$ cat config.mk
export PLATFORM = sky130hd
export DESIGN_NAME = eq_band_sequencer_flat
export DESIGN_NICKNAME = d
export VERILOG_FILES = /design/src/rtl/eq_band_sequencer_if.sv /design/src/rtl/eq_band_sequencer.sv /design/src/flat_wrapper.sv
export SDC_FILE = /design/constraint.sdc
export NUM_CORES = 1
export LEC_CHECK = 0
export BUFFER_PORTS_ARGS = -buffer_cell sky130_fd_sc_hd__clkbuf_2
export CAP_MARGIN = 10
export CORE_MARGIN = 1
export CORE_UTILIZATION = 40
export CTS_CLUSTER_SIZE = 14
export DETAILED_ROUTE_END_ITERATION = 10
export PLACE_DENSITY_LB_ADDON = 0.1
export SYNTH_ARGS = -nofsm -noshare
export SYNTH_HDL_FRONTEND = slang
export SYNTH_SLANG_ARGS = --single-unit
$ cat constraint.sdc
create_clock -name clk -period 9.1 [get_ports clk]
set_clock_uncertainty 0.2 [all_clocks]
set_input_delay 2.275 -clock clk [delete_from_list [all_inputs] [get_ports clk]]
set_output_delay 2.275 -clock clk [all_outputs]
set_load 0.1 [all_outputs]
$ cat src/rtl/eq_band_sequencer_if.sv
// Signal bundle for the band sequencer: sample input, shared engine handshake,
// shadow-gain programming port, equalized output, and a state debug view.
interface eq_band_sequencer_if;
  logic        x_valid;
  logic [15:0] x;
  logic        x_ready;
  logic        eng_start;
  logic [2:0]  eng_band;
  logic [15:0] eng_x;
  logic        eng_done;
  logic [15:0] eng_y;
  logic        g_wr_en;
  logic [2:0]  g_wr_addr;
  logic [15:0] g_wr_data;
  logic        g_commit;
  logic        y_valid;
  logic [15:0] y;
  logic        y_ready;
  logic        busy;
  logic [2:0]  state_dbg;

  // Valid/ready: a transfer happens on a rising edge where both are high; the
  // source holds its payload stable while valid is high and ready is low.
  modport slave (
    input  x_valid, x, eng_done, eng_y, g_wr_en, g_wr_addr, g_wr_data, g_commit, y_ready,
    output x_ready, eng_start, eng_band, eng_x, y_valid, y, busy, state_dbg
  );

  modport master (
    output x_valid, x, eng_done, eng_y, g_wr_en, g_wr_addr, g_wr_data, g_commit, y_ready,
    input  x_ready, eng_start, eng_band, eng_x, y_valid, y, busy, state_dbg
  );
endinterface

$ cat src/rtl/eq_band_sequencer.sv
// Runs one sample through 8 bands on a shared filter engine, accumulating
// gain-weighted band outputs into a saturated 16-bit result.
module eq_band_sequencer (
  input logic             clk,
  input logic             rst,
  eq_band_sequencer_if.slave bus
);
  typedef enum logic [2:0] {
    S_IDLE  = 3'd0,
    S_ISSUE = 3'd1,
    S_WAIT  = 3'd2,
    S_ACC   = 3'd3,
    S_OUT   = 3'd4
  } state_t;

  state_t             state, state_next;
  logic [2:0]         band;
  logic signed [23:0] acc;
  logic signed [15:0] x_q;
  logic signed [15:0] ey_q;
  logic signed [15:0] shadow [8];
  logic signed [15:0] active [8];
  logic signed [15:0] shadow_next [8];
  logic               pending;
  logic               accept;
  logic signed [31:0] prod;
  logic signed [23:0] term;

  assign accept = (state == S_IDLE) && bus.x_valid;

  always_ff @(posedge clk) begin
    if (rst) state <= S_IDLE;
    else     state <= state_next;
  end

  always_comb begin
    state_next    = state;
    bus.x_ready   = 1'b0;
    bus.eng_start = 1'b0;
    bus.y_valid   = 1'b0;
    bus.busy      = 1'b1;
    unique case (state)
      S_IDLE: begin
        bus.x_ready = 1'b1;
        bus.busy    = 1'b0;
        if (bus.x_valid) state_next = S_ISSUE;
      end
      S_ISSUE: begin
        bus.eng_start = 1'b1;
        state_next    = S_WAIT;
      end
      S_WAIT:  if (bus.eng_done) state_next = S_ACC;
      S_ACC:   state_next = (band == 3'd7) ? S_OUT : S_ISSUE;
      S_OUT: begin
        bus.y_valid = 1'b1;
        if (bus.y_ready) state_next = S_IDLE;
      end
      default: state_next = S_IDLE;
    endcase
  end

  // A write landing in the same cycle as a transfer belongs to the transferred set.
  always_comb begin
    for (int i = 0; i < 8; i++) shadow_next[i] = shadow[i];
    if (bus.g_wr_en) shadow_next[bus.g_wr_addr] = bus.g_wr_data;
  end

  // Floor-scaled Q4.12 term; |acc| stays well under 2^23 for 8 bands.
  assign prod = ey_q * active[band];
  assign term = {{4{prod[31]}}, prod[31:12]};

  always_ff @(posedge clk) begin
    if (rst) begin
      band    <= 3'd0;
      acc     <= 24'sd0;
      x_q     <= 16'sd0;
      ey_q    <= 16'sd0;
      pending <= 1'b0;
      for (int i = 0; i < 8; i++) begin
        shadow[i] <= 16'sh1000;
        active[i] <= 16'sh1000;
      end
    end else begin
      for (int i = 0; i < 8; i++) shadow[i] <= shadow_next[i];
      if (accept) pending <= 1'b0;
      else if (bus.g_commit) pending <= 1'b1;
      unique case (state)
        S_IDLE: if (accept) begin
          x_q  <= bus.x;
          acc  <= 24'sd0;
          band <= 3'd0;
          if (pending || bus.g_commit)
            for (int i = 0; i < 8; i++) active[i] <= shadow_next[i];
        end
        S_WAIT: if (bus.eng_done) ey_q <= bus.eng_y;
        S_ACC: begin
          acc <= acc + term;
          if (band != 3'd7) band <= band + 3'd1;
        end
        default: ;
      endcase
    end
  end

  always_comb begin
    if (acc > 24'sd32767)       bus.y = 16'h7FFF;
    else if (acc < -24'sd32768) bus.y = 16'h8000;
    else                        bus.y = acc[15:0];
  end

  assign bus.eng_band  = band;
  assign bus.eng_x     = x_q;
  assign bus.state_dbg = state;
endmodule
$ cat src/flat_wrapper.sv
// flat-port wrapper written by rule: the top's interface ports become plain ports
module eq_band_sequencer_flat 
  (clk, rst, bus_x_valid, bus_x, bus_eng_done, bus_eng_y, bus_g_wr_en, bus_g_wr_addr, bus_g_wr_data, bus_g_commit, bus_y_ready, bus_x_ready, bus_eng_start, bus_eng_band, bus_eng_x, bus_y_valid, bus_y, bus_busy, bus_state_dbg);
  eq_band_sequencer_if bus_i ();
  input logic clk;
  input logic rst;
  input wire logic [$bits(bus_i.x_valid)-1:0] bus_x_valid;
  input wire logic [$bits(bus_i.x)-1:0] bus_x;
  input wire logic [$bits(bus_i.eng_done)-1:0] bus_eng_done;
  input wire logic [$bits(bus_i.eng_y)-1:0] bus_eng_y;
  input wire logic [$bits(bus_i.g_wr_en)-1:0] bus_g_wr_en;
  input wire logic [$bits(bus_i.g_wr_addr)-1:0] bus_g_wr_addr;
  input wire logic [$bits(bus_i.g_wr_data)-1:0] bus_g_wr_data;
  input wire logic [$bits(bus_i.g_commit)-1:0] bus_g_commit;
  input wire logic [$bits(bus_i.y_ready)-1:0] bus_y_ready;
  output wire logic [$bits(bus_i.x_ready)-1:0] bus_x_ready;
  output wire logic [$bits(bus_i.eng_start)-1:0] bus_eng_start;
  output wire logic [$bits(bus_i.eng_band)-1:0] bus_eng_band;
  output wire logic [$bits(bus_i.eng_x)-1:0] bus_eng_x;
  output wire logic [$bits(bus_i.y_valid)-1:0] bus_y_valid;
  output wire logic [$bits(bus_i.y)-1:0] bus_y;
  output wire logic [$bits(bus_i.busy)-1:0] bus_busy;
  output wire logic [$bits(bus_i.state_dbg)-1:0] bus_state_dbg;
  assign bus_i.x_valid = bus_x_valid;
  assign bus_i.x = bus_x;
  assign bus_i.eng_done = bus_eng_done;
  assign bus_i.eng_y = bus_eng_y;
  assign bus_i.g_wr_en = bus_g_wr_en;
  assign bus_i.g_wr_addr = bus_g_wr_addr;
  assign bus_i.g_wr_data = bus_g_wr_data;
  assign bus_i.g_commit = bus_g_commit;
  assign bus_i.y_ready = bus_y_ready;
  assign bus_x_ready = bus_i.x_ready;
  assign bus_eng_start = bus_i.eng_start;
  assign bus_eng_band = bus_i.eng_band;
  assign bus_eng_x = bus_i.eng_x;
  assign bus_y_valid = bus_i.y_valid;
  assign bus_y = bus_i.y;
  assign bus_busy = bus_i.busy;
  assign bus_state_dbg = bus_i.state_dbg;
  eq_band_sequencer u_core (.clk(clk), .rst(rst), .bus(bus_i));
endmodule
==> flow_summary_export.csv, run 1 <==
group,metric,value,unit
clock_tree,cts_htree_levels,2,
final_layout,final_layout_size_suffix_gt1_share,18.8,%
sta,setup_tns,0,ns
placed_design,dpl.hpwl,44.5,mm
floorplan,initial_core_util,40.7,%
worst_setup_path,crit_arrival,9.26,ns
yosys,synth_flop_cell,"dfxtp_1",
yosys,syn_nets,2774,
detailed_routing,firstDrtPassIters,7,
worst_setup_path,crit_path_max_incr_delay,0.56,ns
worst_setup_path,path_max_fanout,6,
sta,drv_slew,0,
floorplan,die_h,242,um
detailed_routing,wl,62.3,mm
floorplan,die_area,0.0586,sq mm
final_layout,ff_latch_area,0.00773,sq mm
global_route,grt_pass1_wl,97.6,mm
worst_hold_path,hold_end,"u_core.shadow[0][0]",
clock_tree,clock_path_buffers,3,
run,maxCapViolCount,0,
final_layout,n_antenna_cell,0,
global_route,grt_pass1_vias,17131,
worst_setup_path,crit_path_end_kind,"flip-flop",
floorplan,core_area,0.0566,sq mm
detailed_routing,vias_per_cell,5.01,
clock_tree,clock_latency,0.56,ns
detailed_routing,drtAntennaViolNets,0,
worst_setup_path,cpMostUsedCell,"fa_1",
floorplan,ios,100,
yosys,syn_area,0.0230,sq mm
worst_hold_path,hold_depth,2,
detailed_routing,vias,16690,
sta,period_needed,8.99,ns
worst_setup_path,crit_slowest_cell,"fa_1",
clock_tree,cts-buffers-inserted,36,
final_layout,nFillCells,5363,
clock_tree,cts_tree,"yes",
sta,worst_pin_slew,1.25,ns
worst_hold_path,min_from,"u_core.shadow[0][0]",
final_layout,nets,2972,
sta,relSlewSlack,16.1,%
worst_setup_path,required,9.37,ns
clock_tree,cts.sinks,322,
yosys,syn-mean-instance-area,9.81,sq um
pwr,leakage,11.8,nW
sta,max_freq,111,MHz
pwr,vdd_drop_max,0.114,mV
detailed_routing,drc,0,
sta,min_period_over_period,98.8,%
placed_design,gp_congestion,0.839,
worst_setup_path,r2r_cells,39,
sta,hold_viol,0,
clock_tree,cts-root-buf,"clkbuf_16",
final_layout,layout_common_cells,"nand2_1, inv_1, fa_1",
yosys,synth.yosys.seq_area_share,33.5,%
yosys,synth_edf_count,128,
yosys,ys_types,71,
detailed_routing,wl_per_cell,18.7,um
yosys,async_flop_share,0,%
worst_setup_path,start_kind,"flip-flop",
global_route,overflow,0,
pwr,p_total,4.47,mW
global_route,grt_use_total,21.2,%
yosys,synth.ff_latch_count,322,
sta,finalSetupViolCount,0,
floorplan,rows,87,
worst_setup_path,crit_type,"reg -> reg",
final_layout,area_delta_synth_final,18.1,%
clock_tree,clkTransAtPathRegs,0.06,ns
sta,rsz0062_at_grt,"true",
detailed_routing,drt_iter0_drc,851,
worst_hold_path,hold_class,"reg -> reg",
global_route,grt_antenna_before_repair,0,
floorplan,die_x,242,um
final_layout,multi_input_area,0.0142,sq mm
placed_design,io_buffers,99,
global_route,grt_start_max_net_pins,104,
worst_setup_path,r2r_setup_slack,0.11,ns
final_layout,mostFrequentLayoutCell,"nand2_1",
run_status,status,"complete, no violations",
yosys,synth_warnings,0,
pwr,power.density,164,mW/mm^2
yosys,netlist_instances,2350,
worst_setup_path,r2r-end,"u_core.acc[17]",
final cells by class:
class,instances,share of cell area (%)
sequential,322,28.4
multi-input combinational,1605,52.1
tap,756,3.48
inverter,298,4.11
clock buffer,45,3.62
clock inverter,19,0.731
timing repair buffer,285,7.55
report_power, final:
part,internal (mW),leakage [nW],switching (mW)
Combinational,0.528,8.27,0.845
Sequential,1.58,2.90,0.0423
Clock,0.861,0.594,0.620
metal layers:
metal	GRT usage (%)	share of wire, %	wire (um)	up-vias
li1	-	-	-	7889
met5	0	0	0	-
met2	36.2	49	30400	311
met4	4.64	1.9	1200	0
met1	28.6	45	28200	8408
met3	2.85	4.0	2480	82
worst max path at each step:
stage                                end  cells past startpoint  startpoint  slack [ns]
after floorplan           u_core.acc[23]                     40   flip-flop       0.007
after global placement    u_core.acc[23]                     36   flip-flop       -0.20
after detailed placement  u_core.acc[23]                     36   flip-flop       -0.32
after CTS                 u_core.acc[23]                     40   flip-flop       0.001
after global routing      u_core.acc[23]                     36   flip-flop       -0.28
final                     u_core.acc[17]                     39   flip-flop        0.11
registers in the layout (all words and copies together), names as in the netlist, named ones only:
signal and flops:
u_core.bus.state_dbg 3, u_core.shadow 128, u_core.pending 1, u_core.bus.eng_x 16, u_core.acc 24, u_core.ey_q 16, u_core.active 128, u_core.bus.eng_band 3
synthesized netlist by cell type, types with 7 or more instances:
| library cell | count | area share [%] |
|---|---|---|
| nand2_1 | 457 | 7.4 |
| inv_1 | 298 | 4.9 |
| fa_1 | 262 | 23 |
| dfxtp_1 | 194 | 17 |
| a21oi_1 | 188 | 4.1 |
| and2_1 | 134 | 3.6 |
| edfxtp_1 | 128 | 17 |
| ha_1 | 104 | 5.6 |
| clkbuf_1 | 95 | 1.5 |
| nor2b_1 | 84 | 2.3 |
| nor2_1 | 55 | 0.90 |
| xnor2_1 | 33 | 1.3 |
| mux4_2 | 29 | 2.8 |
| nand2b_1 | 28 | 0.76 |
| nand3_1 | 23 | 0.50 |
| nor3_1 | 23 | 0.50 |
| o21a_1 | 22 | 0.72 |
| a21o_1 | 15 | 0.49 |
| clkbuf_2 | 12 | 0.26 |
| o21ai_0 | 11 | 0.24 |
| nand3b_1 | 10 | 0.33 |
| or3_1 | 10 | 0.27 |
| buf_1 | 9 | 0.15 |
| xor2_1 | 9 | 0.34 |
| mux2_2 | 8 | 0.39 |
| a31oi_1 | 7 | 0.19 |
| mux2i_1 | 7 | 0.30 |
| or2_2 | 7 | 0.19 |
cell families after synthesis:
family / count (synthesis) / synth area share (%)
fa+ha+maj: 366 / 28.4
mux: 49 / 4.00
flops: 322 / 33.5
simple gates: 862 / 17.9
compound gates: 284 / 7.27
buf+inv: 424 / 7.20
xor+xnor: 43 / 1.67
repair_timing:
action                     4_1_cts  5_1_grt
gates resized for setup         23       88
cloned                           0        2
pin swaps                       16       45
hold buffers                     0        0
setup endpoints to repair        8       11
setup buffers                   12       19
critical path, delay by kind of cell, from the launching register on:
family                     cells  cell delay (ns)
and+or+nand+nor                6             0.54
xor gates and xnor gates       1             0.15
AOI/OAI and AO/OA             15             2.62
buffers and inverters          7             0.59
muxes                          2             0.88
adders and majority gates      8             3.54
DFF                            1             0.39
per-stage QoR:
stage | util (%) | area [sq um] | worst slack (ns) | std cells | hold WS, ns
2_1_floorplan | - | 23100 | 0.00714 | 2350 | 0.228
3_3_place_gp | 44.7 | 25300 | -0.196 | 3234 | 0.239
3_5_place_dp | 44.7 | 25300 | -0.315 | 3234 | 0.245
4_1_cts | 47.1 | 26700 | 0.00109 | 3310 | 0.254
5_1_grt | 48.1 | 27200 | -0.278 | 3330 | 0.267
6_report | 48.1 | 27200 | 0.113 | 3330 | 0.252
Power figures use the tool's default switching activity.
==> run 2: changes to the inputs <==
--- a/config.mk
+++ b/config.mk
@@ -9,9 +9,10 @@
 export CAP_MARGIN = 10
 export CORE_MARGIN = 1
 export CORE_UTILIZATION = 40
+export CTS_BUF_LIST = sky130_fd_sc_hd__clkbuf_4 sky130_fd_sc_hd__clkbuf_8
 export CTS_CLUSTER_SIZE = 14
 export DETAILED_ROUTE_END_ITERATION = 10
-export PLACE_DENSITY_LB_ADDON = 0.1
+export PLACE_DENSITY = 0.6
 export SYNTH_ARGS = -nofsm -noshare
 export SYNTH_HDL_FRONTEND = slang
 export SYNTH_SLANG_ARGS = --single-unit
==> run 2 against run 1 <==
The run now ends with setup timing left. Routed wire length shrank 5.5%. Combinational power is essentially flat. Register-to-register slack worse by 0.17 ns. Largest power group unchanged. Highest routed layer unchanged.
==> flow_summary_export.csv, run 2 (synthesized netlist as in run 1, its figures left out) <==
group,metric,value,unit
sta,hold_viol,0,
clock_tree,cts_htree_levels,2,
worst_setup_path,crit_slowest_cell,"fa_1",
placed_design,dpl.hpwl,41.3,mm
worst_setup_path,crit_path_max_incr_delay,0.61,ns
final_layout,layout_common_cells,"nand2_1, inv_1, fa_1",
global_route,overflow,0,
worst_setup_path,cpMostUsedCell,"fa_1",
pwr,leakage,11.7,nW
pwr,power.density,164,mW/mm^2
clock_tree,clock_path_buffers,3,
final_layout,final_util,47.8,%
run,maxCapViolCount,0,
sta,drv_slew,0,
clock_tree,cts_tree,"yes",
placed_design,dp.cells,3201,
floorplan,die_h,242,um
final_layout,n_antenna_cell,0,
final_layout,final_layout_size_suffix_gt1_share,19.3,%
clock_tree,cts-buffers-inserted,55,
placed_design,post-place-ws,-0.185,ns
clock_tree,cts-root-buf,"clkbuf_8",
final_layout,reg_top3,"u_core.active x128, u_core.shadow x128, u_core.acc x24",
global_route,grt_pass1_vias,17386,
sta,max_freq,109,MHz
worst_setup_path,r2r_setup_slack,-0.06,ns
final_layout,nets,2960,
clock_tree,clkTransAtPathRegs,0.06,ns
worst_setup_path,crit_arrival,9.53,ns
sta,worst_pin_slew,1.21,ns
detailed_routing,firstDrtPassIters,5,
worst_setup_path,crit_family,"adder cells",
worst_setup_path,start_kind,"flip-flop",
sta,finalSetupViolCount,1,
global_route,met1_usage,25.8,%
floorplan,core_area,0.0566,sq mm
global_route,grt_pass1_wl,93.3,mm
worst_setup_path,crit_buf_inv,3,
pwr,vdd_drop_max,0.158,mV
placed_design,io_buffers,99,
global_route,top_usage_layer,"met2",
run_status,violations,"setup timing",
global_route,grt_use_total,20.2,%
worst_setup_path,required,9.47,ns
worst_setup_path,crit_path_end_kind,"flip-flop",
floorplan,die_area,0.0586,sq mm
clock_tree,clock_latency,0.66,ns
sta,rsz0062_at_grt,"true",
final_layout,mostFrequentLayoutCell,"nand2_1",
floorplan,die_x,242,um
floorplan,rows,87,
floorplan,initial_core_util,40.7,%
placed_design,gp_congestion,0.858,
sta,period_needed,9.16,ns
pwr,p_total,4.42,mW
global_route,grt_use_met2,34.3,%
detailed_routing,drc,0,
sta,relSlewSlack,19.3,%
detailed_routing,drtAntennaViolNets,0,
run_status,status,"complete, but fails checks",
detailed_routing,wl_per_cell,17.6,um
sta,final.setup.worst_slack,-0.0562,ns
final_layout,area_delta_synth_final,17.3,%
floorplan,ios,100,
global_route,grt_start_max_net_pins,118,
global_route,grtUsageMet3,3.52,%
worst_setup_path,path_max_fanout,6,
worst_setup_path,crit_type,"reg -> reg",
global_route,grt_antenna_before_repair,0,
worst_hold_path,hold_class,"reg -> reg",
final_layout,instances_no_fill,3339,
clock_tree,cts.sinks,322,
detailed_routing,vias,16777,
sta,whs,0.254,ns
sta,min_period_over_period,101,%
detailed_routing,wl,58.8,mm
detailed_routing,drt_iter0_drc,945,
detailed_routing,vias_per_cell,5.02,
==> run 2: layout make-up <==
cell class / count / area, sq um
fill: 5288 / 29600
multi-input combinational: 1606 / 14200
sequential: 322 / 7730
timing repair buffer: 253 / 1790
inverter: 298 / 1120
clock buffer: 78 / 980
tap: 756 / 946
clock inverter: 26 / 274
==> run 2: layer usage <==
metal / vias to the layer above / wire length [um]
met5: - / 0
met4: 0 / 1690
met3: 105 / 3030
met2: 380 / 29600
met1: 8421 / 24500
li1: 7871 / -
==> run 2: report_power, final <==
group	total, mW	internal [mW]	switching, mW
clock	1.47	0.823	0.644
combinational	1.34	0.501	0.834
sequential	1.62	1.58	0.0423
==> run 2: timing repair <==
item / in CTS / in global routing
gates cloned: 3 / 1
resized for setup: 42 / 65
hold buffers: 0 / 0
setup endpoints to repair: 6 / 11
setup buffers: 13 / 17
pin swaps: 15 / 89
==> run 2: stage by stage <==
| step | TNS, ns | area, sq um |
|---|---|---|
| final | -0.0562 | 27000 |
| after floorplan | 0 | 23100 |
| after global routing | -1.25 | 27000 |
| after detailed placement | -0.326 | 25000 |
| after global placement | -0.0784 | 25000 |
| after CTS | -0.0323 | 26600 |
==> run 2: final timing paths <==
path                         from  cells past startpoint              endpoint
max                     flip-flop                     33        u_core.acc[23]
min          u_core.shadow[0][61]                      2  u_core.shadow[0][61]
max reg2reg             flip-flop                     33        u_core.acc[23]
min reg2reg  u_core.shadow[0][61]                      2  u_core.shadow[0][61]
==> run 2: worst reg2reg max path, delay by kind of cell, from the launching register on <==
kind                     cells  cell delay, ns
AND/OR/NAND/NOR              7            1.20
buffers and inverters        3            0.47
multiplexers                 2            0.84
flip-flops                   1            0.40
AO/OA/AOI/OAI               11            2.02
adder cells (fa/ha/maj)      8            3.63
XOR/XNOR                     2            0.29
==> run 3: changes to the inputs <==
--- a/config.mk
+++ b/config.mk
@@ -12,7 +12,7 @@
 export CTS_BUF_LIST = sky130_fd_sc_hd__clkbuf_4 sky130_fd_sc_hd__clkbuf_8
 export CTS_CLUSTER_SIZE = 14
 export DETAILED_ROUTE_END_ITERATION = 10
-export PLACE_DENSITY = 0.6
+export PLACE_DENSITY = 0.58
 export SYNTH_ARGS = -nofsm -noshare
 export SYNTH_HDL_FRONTEND = slang
 export SYNTH_SLANG_ARGS = --single-unit
==> constraint.sdc (replaced) <==
create_clock -name clk -period 10.3 [get_ports clk]
set_clock_uncertainty 0.2 [all_clocks]
set_input_delay 2.575 -clock clk [delete_from_list [all_inputs] [get_ports clk]]
set_output_delay 2.575 -clock clk [all_outputs]
set_load 0.1 [all_outputs]
==> run 3 against run 2 <==
The run now ends clean. Non-clock buffer count is 128 lower. Count of clock-buffer cells in the layout is 10 higher. Design area is 5.8% lower. Critical path type unchanged.
==> flow_summary_export.csv, run 3 (synthesized netlist as in run 1, its figures left out) <==
group,metric,value,unit
worst_setup_path,required,10.68,ns
sta,drv_slew,0,
placed_design,gp_congestion,0.862,
sta,finalSetupViolCount,0,
pwr,leakage,10.9,nW
worst_hold_path,hold_depth,2,
floorplan,ios,100,
worst_setup_path,crit_family,"adder cells",
worst_setup_path,r2r-end,"u_core.acc[23]",
run_status,status,"complete, no violations",
worst_setup_path,path_max_fanout,16,
worst_hold_path,hold_end,"u_core.shadow[0][5]",
detailed_routing,wl_met2,28.3,mm
floorplan,die_x,242,um
placed_design,io_buffers,99,
detailed_routing,drtAntennaViolNets,0,
final_layout,final_layout_size_suffix_gt1_share,12.0,%
worst_setup_path,crit_slowest_cell,"fa_1",
worst_setup_path,cpMostUsedCell,"fa_1",
detailed_routing,vias_per_cell,5.10,
final_layout,ff_latch_area,0.00773,sq mm
final_layout,mostFrequentLayoutCell,"nand2_1",
detailed_routing,firstDrtPassIters,5,
floorplan,die_h,242,um
clock_tree,cts-root-buf,"clkbuf_8",
sta,worst_pin_slew,1.23,ns
clock_tree,cts_htree_levels,2,
detailed_routing,wl,58.4,mm
final_layout,area_delta_synth_final,10.4,%
worst_setup_path,r2r_cells,39,
detailed_routing,highest_layer,"met4",
global_route,grt_antenna_before_repair,0,
worst_hold_path,min_from,"u_core.shadow[0][5]",
placed_design,place_area,0.0242,sq mm
clock_tree,cts.sinks,322,
sta,period_needed,9.76,ns
placed_design,dp.cells,3103,
detailed_routing,drt_iter0_drc,880,
global_route,overflow,0,
placed_design,dpl.hpwl,40.1,mm
detailed_routing,vias,16323,
final_layout,fin_area,0.0255,sq mm
detailed_routing,routedLengthMet1,25.7,mm
worst_hold_path,hold_class,"reg -> reg",
worst_setup_path,crit_arrival,10.14,ns
detailed_routing,wl_per_cell,18.2,um
floorplan,rows,87,
detailed_routing,drc,0,
sta,rsz0062_at_grt,"false",
global_route,grt_use_total,20.1,%
detailed_routing,wl_met3,2.92,mm
worst_setup_path,crit_type,"reg -> reg",
clock_tree,ctsHoldBuffers,0,
final_layout,layout_common_cells,"nand2_1, inv_1, fa_1",
global_route,grt_pass1_vias,16887,
global_route,grt_pass1_wl,93.0,mm
final_layout,nets,2828,
final_layout,reg_top3,"u_core.active x128, u_core.shadow x128, u_core.acc x24",
sta,hold_viol,0,
final_layout,nFillCells,5393,
worst_setup_path,crit_buf_inv,6,
clock_tree,cts_tree,"yes",
clock_tree,clock_latency,0.66,ns
final_layout,final_util,45.0,%
worst_setup_path,start_kind,"flip-flop",
clock_tree,clkTransAtPathRegs,0.06,ns
run,maxCapViolCount,0,
worst_setup_path,r2r_setup_slack,0.54,ns
clock_tree,cts-buffers-inserted,53,
sta,min_period_over_period,94.8,%
worst_setup_path,crit_path_end_kind,"flip-flop",
pwr,power.density,142,mW/mm^2
final_layout,n_antenna_cell,0,
global_route,grt_start_max_net_pins,111,
floorplan,die_area,0.0586,sq mm
worst_setup_path,crit_path_max_incr_delay,0.54,ns
sta,max_freq,102,MHz
sta,setup_tns,0,ns
sta,relSlewSlack,17.8,%
clock_tree,clock_path_buffers,3,
floorplan,core_area,0.0566,sq mm
final_layout,multi_input_area,0.0138,sq mm
floorplan,initial_core_util,40.7,%
final_layout,instances_no_fill,3203,
pwr,vdd_drop_max,0.128,mV
run 3: cell count changes in the layout (fill, tap and decap cells not counted), moves of 5 or more:
cell	change
a21oi_1	+9
fa_1	+13
mux2_2	+5
clkinv_2	-7
a21oi_2	-9
fa_2	-13
clkbuf_4	+10
inv_2	-7
buf_4	-112
ha_1	+13
ha_4	-10
inv_1	+6
mux2_4	-7
buf_6	-12
run 3: how the worst max path moves through the flow:
stage                     cells after the start              to       from
after global routing                         39  u_core.acc[23]  flip-flop
after detailed placement                     37  u_core.acc[23]  flip-flop
after CTS                                    37  u_core.acc[23]  flip-flop
after global placement                       37  u_core.acc[23]  flip-flop
after floorplan                              40  u_core.acc[23]  flip-flop
final                                        39  u_core.acc[23]  flip-flop
run 3: repair_timing:
item                       in CTS  in global routing
setup endpoints to repair       0                  2
buffers inserted                0                  1
gates resized for setup         0                  7
run 3: metrics by stage:
| step | total power [mW] | worst slack [ns] | hold slack (ns) |
|---|---|---|---|
| 6_report | 3.62 | 0.539 | 0.253 |
| 5_1_grt | 3.83 | 0.0130 | 0.269 |
| 4_1_cts | 3.66 | 0.216 | 0.253 |
| 3_5_place_dp | 2.46 | 0.220 | 0.245 |
| 3_3_place_gp | 2.44 | 0.419 | 0.240 |
| 2_1_floorplan | 2.21 | 0.227 | 0.228 |
run 3: report_power, final:
part	internal [mW]	total (mW)	switching (mW)
registers	1.39	1.43	0.0395
logic	0.326	0.998	0.672
clock network	0.652	1.19	0.540
total	2.37	3.62	1.25
run 3: area by class of cell:
cell class | instances | share of cell area (%)
Clock buffer | 88 | 4.14
Timing Repair Buffer | 125 | 3.00
Inverter | 298 | 4.41
Multi-Input combinational cell | 1604 | 54.0
Clock inverter | 10 | 0.315
Sequential cell | 322 | 30.4
Tap cell | 756 | 3.72
run 3: metal layers:
layer  vias up  track usage, %
met3        80            2.85
met5         -               0
li1       7618               -
met2       423            33.5
met1      8202            27.0
met4         0            6.42
run 3: tightest hold or removal path, stage by stage, from the launching register on:
cell and delay, ns:
dfxtp_1 0.30, nand2_1 0.05, a21oi_1 0.06
